File: config.mk
export PLATFORM = sky130hd
export DESIGN_NAME = mtl_scan_gen
export DESIGN_NICKNAME = d
export VERILOG_FILES = /design/src/rtl/nes_video_pkg.sv /design/src/rtl/mtl_fetch_ctl.sv /design/src/rtl/mtl_scan_gen.sv
export SDC_FILE = /design/constraint.sdc
export NUM_CORES = 1
export LEC_CHECK = 0
export ABC_AREA = 1
export BUFFER_PORTS_ARGS = -buffer_cell sky130_fd_sc_hd__buf_4
export CAP_MARGIN = 20
export CORE_UTILIZATION = 50
export CTS_CLUSTER_SIZE = 40
export DETAILED_ROUTE_END_ITERATION = 8
export PLACE_DENSITY = 0.78
export SYNTH_ARGS = -nofsm -noshare
export SYNTH_HDL_FRONTEND = slang
export SYNTH_SLANG_ARGS = --single-unit
File: constraint.sdc
create_clock -name i_clk -period 3.85 [get_ports i_clk]
set_input_delay 0.77 -clock i_clk [delete_from_list [all_inputs] [get_ports i_clk]]
set_output_delay 0.77 -clock i_clk [all_outputs]
set_load 0.1 [all_outputs]
File: src/rtl/nes_video_pkg.sv
// Shared timing constants and types for the NES-on-MTL video path.
package nes_video_pkg;

   localparam int HSYNC_W   = 30;
   localparam int VSYNC_W   = 13;
   localparam int H_VIS0    = 50;
   localparam int V_VIS0    = 23;
   localparam int IMG_X0    = 194;
   localparam int IMG_W     = 512;
   localparam int NES_LINES = 240;
   localparam int H_VIS_W   = 800;
   localparam int V_VIS_H   = 480;

   // Each NES line is requested one NES line (two display lines) before it is shown.
   localparam int FETCH_LEAD    = 2;
   localparam int FETCH_FIRST   = V_VIS0 - FETCH_LEAD;
   localparam int FETCH_LAST    = FETCH_FIRST + 2 * (NES_LINES - 1);
   localparam int DEADLINE_LAST = FETCH_LAST + FETCH_LEAD;

   typedef enum logic [1:0] {IDLE, REQ, WAIT_DEADLINE} fetch_state_t;

   typedef struct packed {
      logic hsd;
      logic vsd;
      logic de;
      logic img;
   } vid_ctl_t;

   localparam vid_ctl_t VID_CTL_RST = '{hsd: 1'b1, vsd: 1'b1, de: 1'b0, img: 1'b0};

endpackage

File: src/rtl/mtl_fetch_ctl.sv
// Line-fetch handshake: one outstanding request to the renderer, retired by ack or by its deadline.
module mtl_fetch_ctl
   import nes_video_pkg::*;
(
   input  logic       i_clk,
   input  logic       i_rst,
   input  logic       i_start,
   input  logic       i_deadline,
   input  logic [7:0] i_line,
   input  logic       i_fetch_ack,
   output logic       o_fetch_req,
   output logic [7:0] o_fetch_line,
   output logic       o_underrun
);

   fetch_state_t state_q, state_d;
   logic [7:0]   line_q, line_d;
   logic         underrun_q, underrun_d;

   // NOTE: reset is synchronous, so it sits inside the clocked block and acts only on an edge.
   always_ff @(posedge i_clk) begin
      if (i_rst) begin
         state_q    <= IDLE;
         line_q     <= '0;
         underrun_q <= 1'b0;
      end else begin
         state_q    <= state_d;
         line_q     <= line_d;
         underrun_q <= underrun_d;
      end
   end

   // NOTE: every variable gets a default first, so no path leaves it unassigned and no latch is inferred.
   always_comb begin
      state_d    = state_q;
      line_d     = line_q;
      underrun_d = underrun_q;
      case (state_q)
         REQ: begin
            if (i_fetch_ack) begin
               state_d = i_deadline ? IDLE : WAIT_DEADLINE;
            end else if (i_deadline) begin
               underrun_d = 1'b1;
               state_d    = IDLE;
            end
         end
         WAIT_DEADLINE: if (i_deadline) state_d = IDLE;
         default: ;
      endcase
      // A newly due request takes over only after the old one has been retired above.
      if (i_start) begin
         state_d = REQ;
         line_d  = i_line;
      end
   end

   always_comb begin
      o_fetch_req  = (state_q == REQ);
      o_fetch_line = line_q;
      o_underrun   = underrun_q;
   end

endmodule

File: src/rtl/mtl_scan_gen.sv
// MTL panel scan generator: raster counters, 2-stage video pipeline reading the NES line buffer.
module mtl_scan_gen
   import nes_video_pkg::*;
#(
   parameter int H_TOTAL = 1056,
   parameter int V_TOTAL = 525
) (
   input  logic        i_clk,
   input  logic        i_rst,
   output logic        o_hsd,
   output logic        o_vsd,
   output logic        o_de,
   output logic [7:0]  o_r,
   output logic [7:0]  o_g,
   output logic [7:0]  o_b,
   output logic        o_rd_bank,
   output logic [7:0]  o_rd_addr,
   input  logic [23:0] i_rd_rgb,
   output logic        o_fetch_req,
   output logic [7:0]  o_fetch_line,
   input  logic        i_fetch_ack,
   output logic        o_underrun,
   output logic        o_frame_start
);

   localparam int XW = $clog2(H_TOTAL);
   localparam int YW = $clog2(V_TOTAL);
   localparam logic [XW-1:0] X_LAST = XW'(H_TOTAL - 1);
   localparam logic [YW-1:0] Y_LAST = YW'(V_TOTAL - 1);

   logic [XW-1:0] xcnt, x_next;
   logic [YW-1:0] line_cnt, line_next;
   logic          frame_start_q;
   logic          h_vis, v_vis;
   vid_ctl_t      ctl0, ctl1, ctl2;
   logic [7:0]    nes_x0, rd_addr_q;
   logic          bank0, rd_bank_q;
   logic          fetch_start, fetch_deadline;
   logic [7:0]    fetch_line_next;

   always_comb begin
      x_next    = (xcnt == X_LAST) ? '0 : xcnt + 1'b1;
      line_next = line_cnt;
      if (xcnt == X_LAST) line_next = (line_cnt == Y_LAST) ? '0 : line_cnt + 1'b1;
   end

   // NOTE: state registers use <= so every flop samples the pre-edge value of its source.
   always_ff @(posedge i_clk) begin
      if (i_rst) begin
         xcnt          <= '0;
         line_cnt      <= '0;
         frame_start_q <= 1'b0;
      end else begin
         xcnt          <= x_next;
         line_cnt      <= line_next;
         frame_start_q <= (x_next == '0) && (line_next == '0);
      end
   end

   always_comb begin
      h_vis     = (xcnt >= XW'(H_VIS0)) && (xcnt < XW'(H_VIS0 + H_VIS_W));
      v_vis     = (line_cnt >= YW'(V_VIS0)) && (line_cnt < YW'(V_VIS0 + V_VIS_H));
      ctl0.hsd  = (xcnt >= XW'(HSYNC_W));
      ctl0.vsd  = (line_cnt >= YW'(VSYNC_W));
      ctl0.de   = h_vis && v_vis;
      ctl0.img  = v_vis && (xcnt >= XW'(IMG_X0)) && (xcnt < XW'(IMG_X0 + IMG_W));
      nes_x0    = 8'((xcnt - XW'(IMG_X0)) >> 1);
      bank0     = 1'((line_cnt - YW'(V_VIS0)) >> 1);
   end

   // Fetch events are decoded from the next counter value so the FSM moves in step with xcnt=0.
   always_comb begin
      fetch_start     = (x_next == '0)
                        && (line_next >= YW'(FETCH_FIRST)) && (line_next <= YW'(FETCH_LAST))
                        && (1'(line_next - YW'(FETCH_FIRST)) == 1'b0);
      fetch_deadline  = (x_next == '0)
                        && (line_next >= YW'(V_VIS0)) && (line_next <= YW'(DEADLINE_LAST))
                        && (1'(line_next - YW'(V_VIS0)) == 1'b0);
      fetch_line_next = 8'((line_next - YW'(FETCH_FIRST)) >> 1);
   end

   always_ff @(posedge i_clk) begin
      if (i_rst) begin
         ctl1      <= VID_CTL_RST;
         ctl2      <= VID_CTL_RST;
         rd_addr_q <= '0;
         rd_bank_q <= 1'b0;
      end else begin
         ctl1      <= ctl0;
         ctl2      <= ctl1;
         rd_addr_q <= nes_x0;
         rd_bank_q <= bank0;
      end
   end

   // The line buffer answers one cycle after the stage-1 address, lining up with stage 2.
   always_comb begin
      o_hsd             = ctl2.hsd;
      o_vsd             = ctl2.vsd;
      o_de              = ctl2.de;
      {o_r, o_g, o_b}   = ctl2.img ? i_rd_rgb : 24'h000000;
      o_rd_addr         = rd_addr_q;
      o_rd_bank         = rd_bank_q;
      o_frame_start     = frame_start_q;
   end

   mtl_fetch_ctl u_fetch_ctl (
      .i_clk        (i_clk),
      .i_rst        (i_rst),
      .i_start      (fetch_start),
      .i_deadline   (fetch_deadline),
      .i_line       (fetch_line_next),
      .i_fetch_ack  (i_fetch_ack),
      .o_fetch_req  (o_fetch_req),
      .o_fetch_line (o_fetch_line),
      .o_underrun   (o_underrun)
   );

endmodule

# After elaboration in Yosys (flattened, before gate mapping)
# Cells that the tools add are included.
# classes
n_mux,9
n_lt_le_gt_ge,12
n_bitwise,3
reduce_logical,18
n_eq_ne,4
add_sub_neg,6
# ops
cell,count
$ge 10x5->1 const B,3
$mux 24,1
$lt 11x10->1 const B,2
$le 10x9->1 const B,2
$mux 10,2
$logic_and 1x1->1,12
$add 11x1->11 const B,1
$eq 11x11->1 const B,1
$ge 11x5->1 const B,1
$ge 11x6->1 const B,1
$ge 11x8->1 const B,1
$logic_not 11->1,1
$mux 11,1
$add 10x1->10 const B,1
$eq 10x10->1 const B,1
$ge 10x4->1 const B,1
$logic_not 10->1,1
$lt 10x9->1 const B,1
$sub 9x5->9 const B,1
$sub 9x8->9 const B,1
$mux 2,3
$pmux 2 s2,1
$not 1->1,3
$reduce_and 3->1,1
other kinds (8),8
# totals
register_bits,50
elab_cells,69
out_inout_bits,47
inputBits,27

# Logic depth before layout (Yosys ltp)
# logic_depth
ltp_word,11
depth_mapped,18
depth_no_buf,18

# Cells and area by module
# A second synthesis with hierarchy kept.
# unflattened
hier_cells,508
area_unflattened_um2,3210.6
# modules_own_cells
mod,cells_per_inst,seq_area_each_um2,n_inst,area_each_um2
mtl_scan_gen,451,780.7,1,2761.4
mtl_fetch_ctl,57,220.2,1,449.2

# Least setup slack after synthesis
# Ideal clock, no wire load.
# synth_timing
path_type,reg-to-reg
startpoint,register xcnt[1]
endpoint,register u_fetch_ctl.line_q[2] (netlist: u_fetch_ctl.o_fetch_line[2])
synth_period_minus_slack_ns,2.491
arrival_time_ns,2.426
setup_slack_ns,1.359
setup_ns,0.065
n_path_buf,0
required_ns,3.785
path_stages_with_launch,17
cell_sequence,dfxtp_1 ha_1 nand2_4 nor2_8 nand2_4 nor2_8 nand2_4 o21ai_4 inv_2 ha_1 inv_1 nand3_2 nand3_1 nand2_4 a21boi_4 nor2_1 nor2_1
# synth_via
elab_chain_cells,6
elab_cells_between_ends,12
cone_classes,add/sub (2); order compare (2); eq/ne (1); mux (2); bitwise (1); reduce/logical (4)
# synth_rtl
element,line_no,source
"start, declared",mtl_scan_gen.sv:31,"logic [XW-1:0] xcnt, x_next;"
"start signal, assigned",mtl_scan_gen.sv:54,xcnt <= x_next;
$eq 11x11->1 (*),mtl_scan_gen.sv:44,if (xcnt == X_LAST) line_next = (line_cnt == Y_LAST) ? '0 : line_cnt + 1'b1;
$mux 10 (*),mtl_scan_gen.sv:44,
via line_next[0],mtl_scan_gen.sv:32,"logic [YW-1:0] line_cnt, line_next;"
$ge 10x5->1,mtl_scan_gen.sv:74,&& (line_next >= YW'(FETCH_FIRST)) && (line_next <= YW'(FETCH_LAST))
$logic_and 1x1->1 (2 in series),mtl_scan_gen.sv:74,
$logic_and 1x1->1,mtl_scan_gen.sv:75,&& (1'(line_next - YW'(FETCH_FIRST)) == 1'b0);
"end signal, assigned",mtl_fetch_ctl.sv:28,line_q <= line_d;
"end, declared",mtl_fetch_ctl.sv:17,"logic [7:0] line_q, line_d;"
# Mark *: on every way through the listed nets, which the timed path passes. The rest lies on a longest branch.
# A chain may end at the register's enable or synchronous reset.

# Worst setup path in the final report
# layout_timing
startpoint,register xcnt[1]
endpoint,register u_fetch_ctl.line_q[7] (netlist: u_fetch_ctl.o_fetch_line[7])
# The elaborated chain is that of the path after synthesis.

==> impl_metrics.ini <==
[run_status]
outcome = finished clean

[grt]
antenna_found_initial = 0
grt_start_max_net_pins = 35
grt_pass1_vias = 2953
grt_pass1_wl_um = 13700
track_usage_pct = 23.4
overflow = 0

[timing]
period_needed_ps = 2810
tightest_slew_ps = 695
setup-tns-final_ps = 0
hold_ws_ps = 411
setup_viol = 0
fin_skew_ps = 10.2
min_period_over_period_pct = 73.0
relSlewSlack_pct = 53.6
rsz0062_at_grt = false
finalHoldViolations = 0
fmax_mhz = 356
slew_viol_final = 0

[worst_setup_path]
cpMostUsedCell = nand2_4
startpoint_type = register
crit_chain = ha_1 > nand2_4 > nor2_8 > nand2_4 > nor2_8 > nand2_4 > o21ai_4 > inv_2 > ha_1 > inv_1 > nand3_2 > nand2_2 > nor2_2 > nand2_2 > nand3_2 > nand2_1 > nand2_1 > nor2_1
critPathTopFamily = simple AND/OR/NAND/NOR gates
cp.buffers_inverters = 2
cp_max_fo = 7
required_ps = 4080
critPathKind = reg2reg
arrival_ps = 3040
crit_path_top_delay_cell = dfxtp_1
endpoint_kind = register
rrSetupSlack_ps = 1040
max_stage_delay_ps = 470

[place]
place_area_um2 = 4050
io_buffers = 73
hpwl_um = 6480
globalplace.congestion = 0.936

[die]
rows = 29
start_util_pct = 53.2
core_um2 = 6490
die_x_um = 85.1
dieArea_um2 = 7240
die_h_um = 85.1
io_pins = 74

[drt]
ant_nets = 0
first_pass_iters = 5
route.detailed.wl_per_inst_um = 12.4
vias = 3293
wl_um = 8140
viasPerCell = 5.02
drc = 0
drtIter0Drc = 194

[clock_network]
postCtsSetupBuffers = 0
cts.hold.buffers_added = 0
cts_resized = 0
clkTransAtPathRegs_ps = 100
clk_latency_ps = 300
cts-htree-levels = 2
numCtsBuffers = 5
clock-sinks = 50
cts_tree = yes
clockBufferDepth = 2
root_buffer = clkbuf_8

[synth]
synth.cell_area_um2 = 3450
netlist_instances = 507
syn_area_per_cell_um2 = 6.81
yosysTopAreaCell = dfxtp_1
ys_seq_area_share_pct = 29.0
synth-edff-count = 0
synthTopCellsByCount = nand2_1 (128), nor2_1 (79), inv_1 (75), dfxtp_1 (50), nand3_1 (25)
yosys_warnings = 0
synth_nets = 548
synth.distinct_cells = 42
synthArstFlopShare_pct = 0
synth_top_area_share_pct = 29.0
ys_ff_latch = 50
synth_top_cells_by_area = dfxtp_1 (29%), nand2_1 (14%), nor2_1 (8.6%)
synth_ff_type = dfxtp_1
synth_most_common_cell = nand2_1

[pwr]
intPower_mw = 0.766
clkPwrFrac_pct = 35.5
share_comb_of_total_power_pct = 13.6
seqPwrFrac_pct = 50.9
ir_drop_uv = 160
p_leak_nw = 2.23
sw_frac_of_total_pct = 27.4
switchingPower_mw = 0.290
p_per_area_nw_per_um2 = 254
power_mw = 1.06

[flow_run]
drv_cap = 0

[final_layout]
n_antenna_cell = 0
layout.nets = 619
syn2layout_area_growth_pct = 20.5
fillers = 600
finish.instance_area_um2 = 4160
layout-drive-gt1-share_pct = 26.9

[worst_hold_path]
hold_path.class = reg2reg
## area by class of cell
cell class	instances	area [µm²]	area share, %
Multi-Input combinational cell	361	2070	49.8
Sequential cell	50	1000	24.1
Timing Repair Buffer	73	548	13.2
Inverter	87	332	7.97
Tap cell	77	96.3	2.32
Clock buffer	5	68.8	1.65
Clock inverter	3	43.8	1.05
## sequential cells by signal, indices dropped and copies added, names as in the netlist
register / count
o_rd_bank: 1
o_rd_addr: 8
ctl1: 4
xcnt: 11
u_fetch_ctl.state_q: 2
u_fetch_ctl.o_fetch_line: 8
line_cnt: 10
o_vsd: 1
o_frame_start: 1
o_hsd: 1
u_fetch_ctl.o_underrun: 1
ctl2: 1
o_de: 1
## cells by family after synthesis
kind of cell | Yosys count | share of synthesized area (%)
flip-flops | 50 | 29.0
XOR/XNOR | 8 | 2.03
AO/OA/AOI/OAI | 30 | 6.34
AND/OR/NAND/NOR | 309 | 46.5
buffers and inverters | 96 | 11.1
adder cells (fa/ha/maj) | 14 | 5.07
## stage by stage
stage / cells / util, % / setup WS, ps
floorplan: 507 / - / 1360
global placement: 648 / 62.3 / 1240
detailed placement: 648 / 62.3 / 1080
CTS: 656 / 64.1 / 1040
global route: 656 / 64.1 / 735
finish: 656 / 64.1 / 1040
## worst register-to-register path, stage by stage, from the launching register on
cell and delay (ps):
dfxtp_1 470, ha_1 330, nand2_4 130, nor2_8 200
nand2_4 80, nor2_8 150, nand2_4 80, o21ai_4 170
inv_2 90, ha_1 230, inv_1 100, nand3_2 110
nand2_2 110, nor2_2 40, nand2_2 90, nand3_2 120
nand2_1 80, nand2_1 40, nor2_1 120
## power by group through the flow
stage,combinational [mW],clock [mW],sequential [mW]
3_3_place_gp,0.143,0,0.549
2_1_floorplan,0.0358,0,0.615
5_1_grt,0.153,0.405,0.539
3_5_place_dp,0.144,0,0.550
4_1_cts,0.144,0.390,0.538
6_report,0.143,0.375,0.537
## cell usage in the layout, fill, tap and decap left out, drive strengths merged, types with 2 or more instances in the layout
cell    instances
nor2           95
nand2         154
ha             14
o21ai          11
or2             2
buf            73
a211oi          3
xor2            7
nand3          37
inv            87
nor3            5
clkbuf          5
nand4          12
clkinv          2
a21oi           9
nor4            2
nand3b          2
dfxtp          50
## worst paths after layout
check	to	cells after the start	startpoint
min reg2reg	o_de	2	ctl1[1]
max	u_fetch_ctl.o_fetch_line[7]	18	xcnt[1]
min	o_de	2	ctl1[1]
max reg2reg	u_fetch_ctl.o_fetch_line[7]	18	xcnt[1]
## routing by layer
metal / part of all wire (%) / global-route usage [%]
met3: 8.7 / 3.89
met5: 0 / 0
met2: 43 / 37.5
met4: 0.84 / 5.24
met1: 47 / 33.1
(Power assumes the default switching activity.)
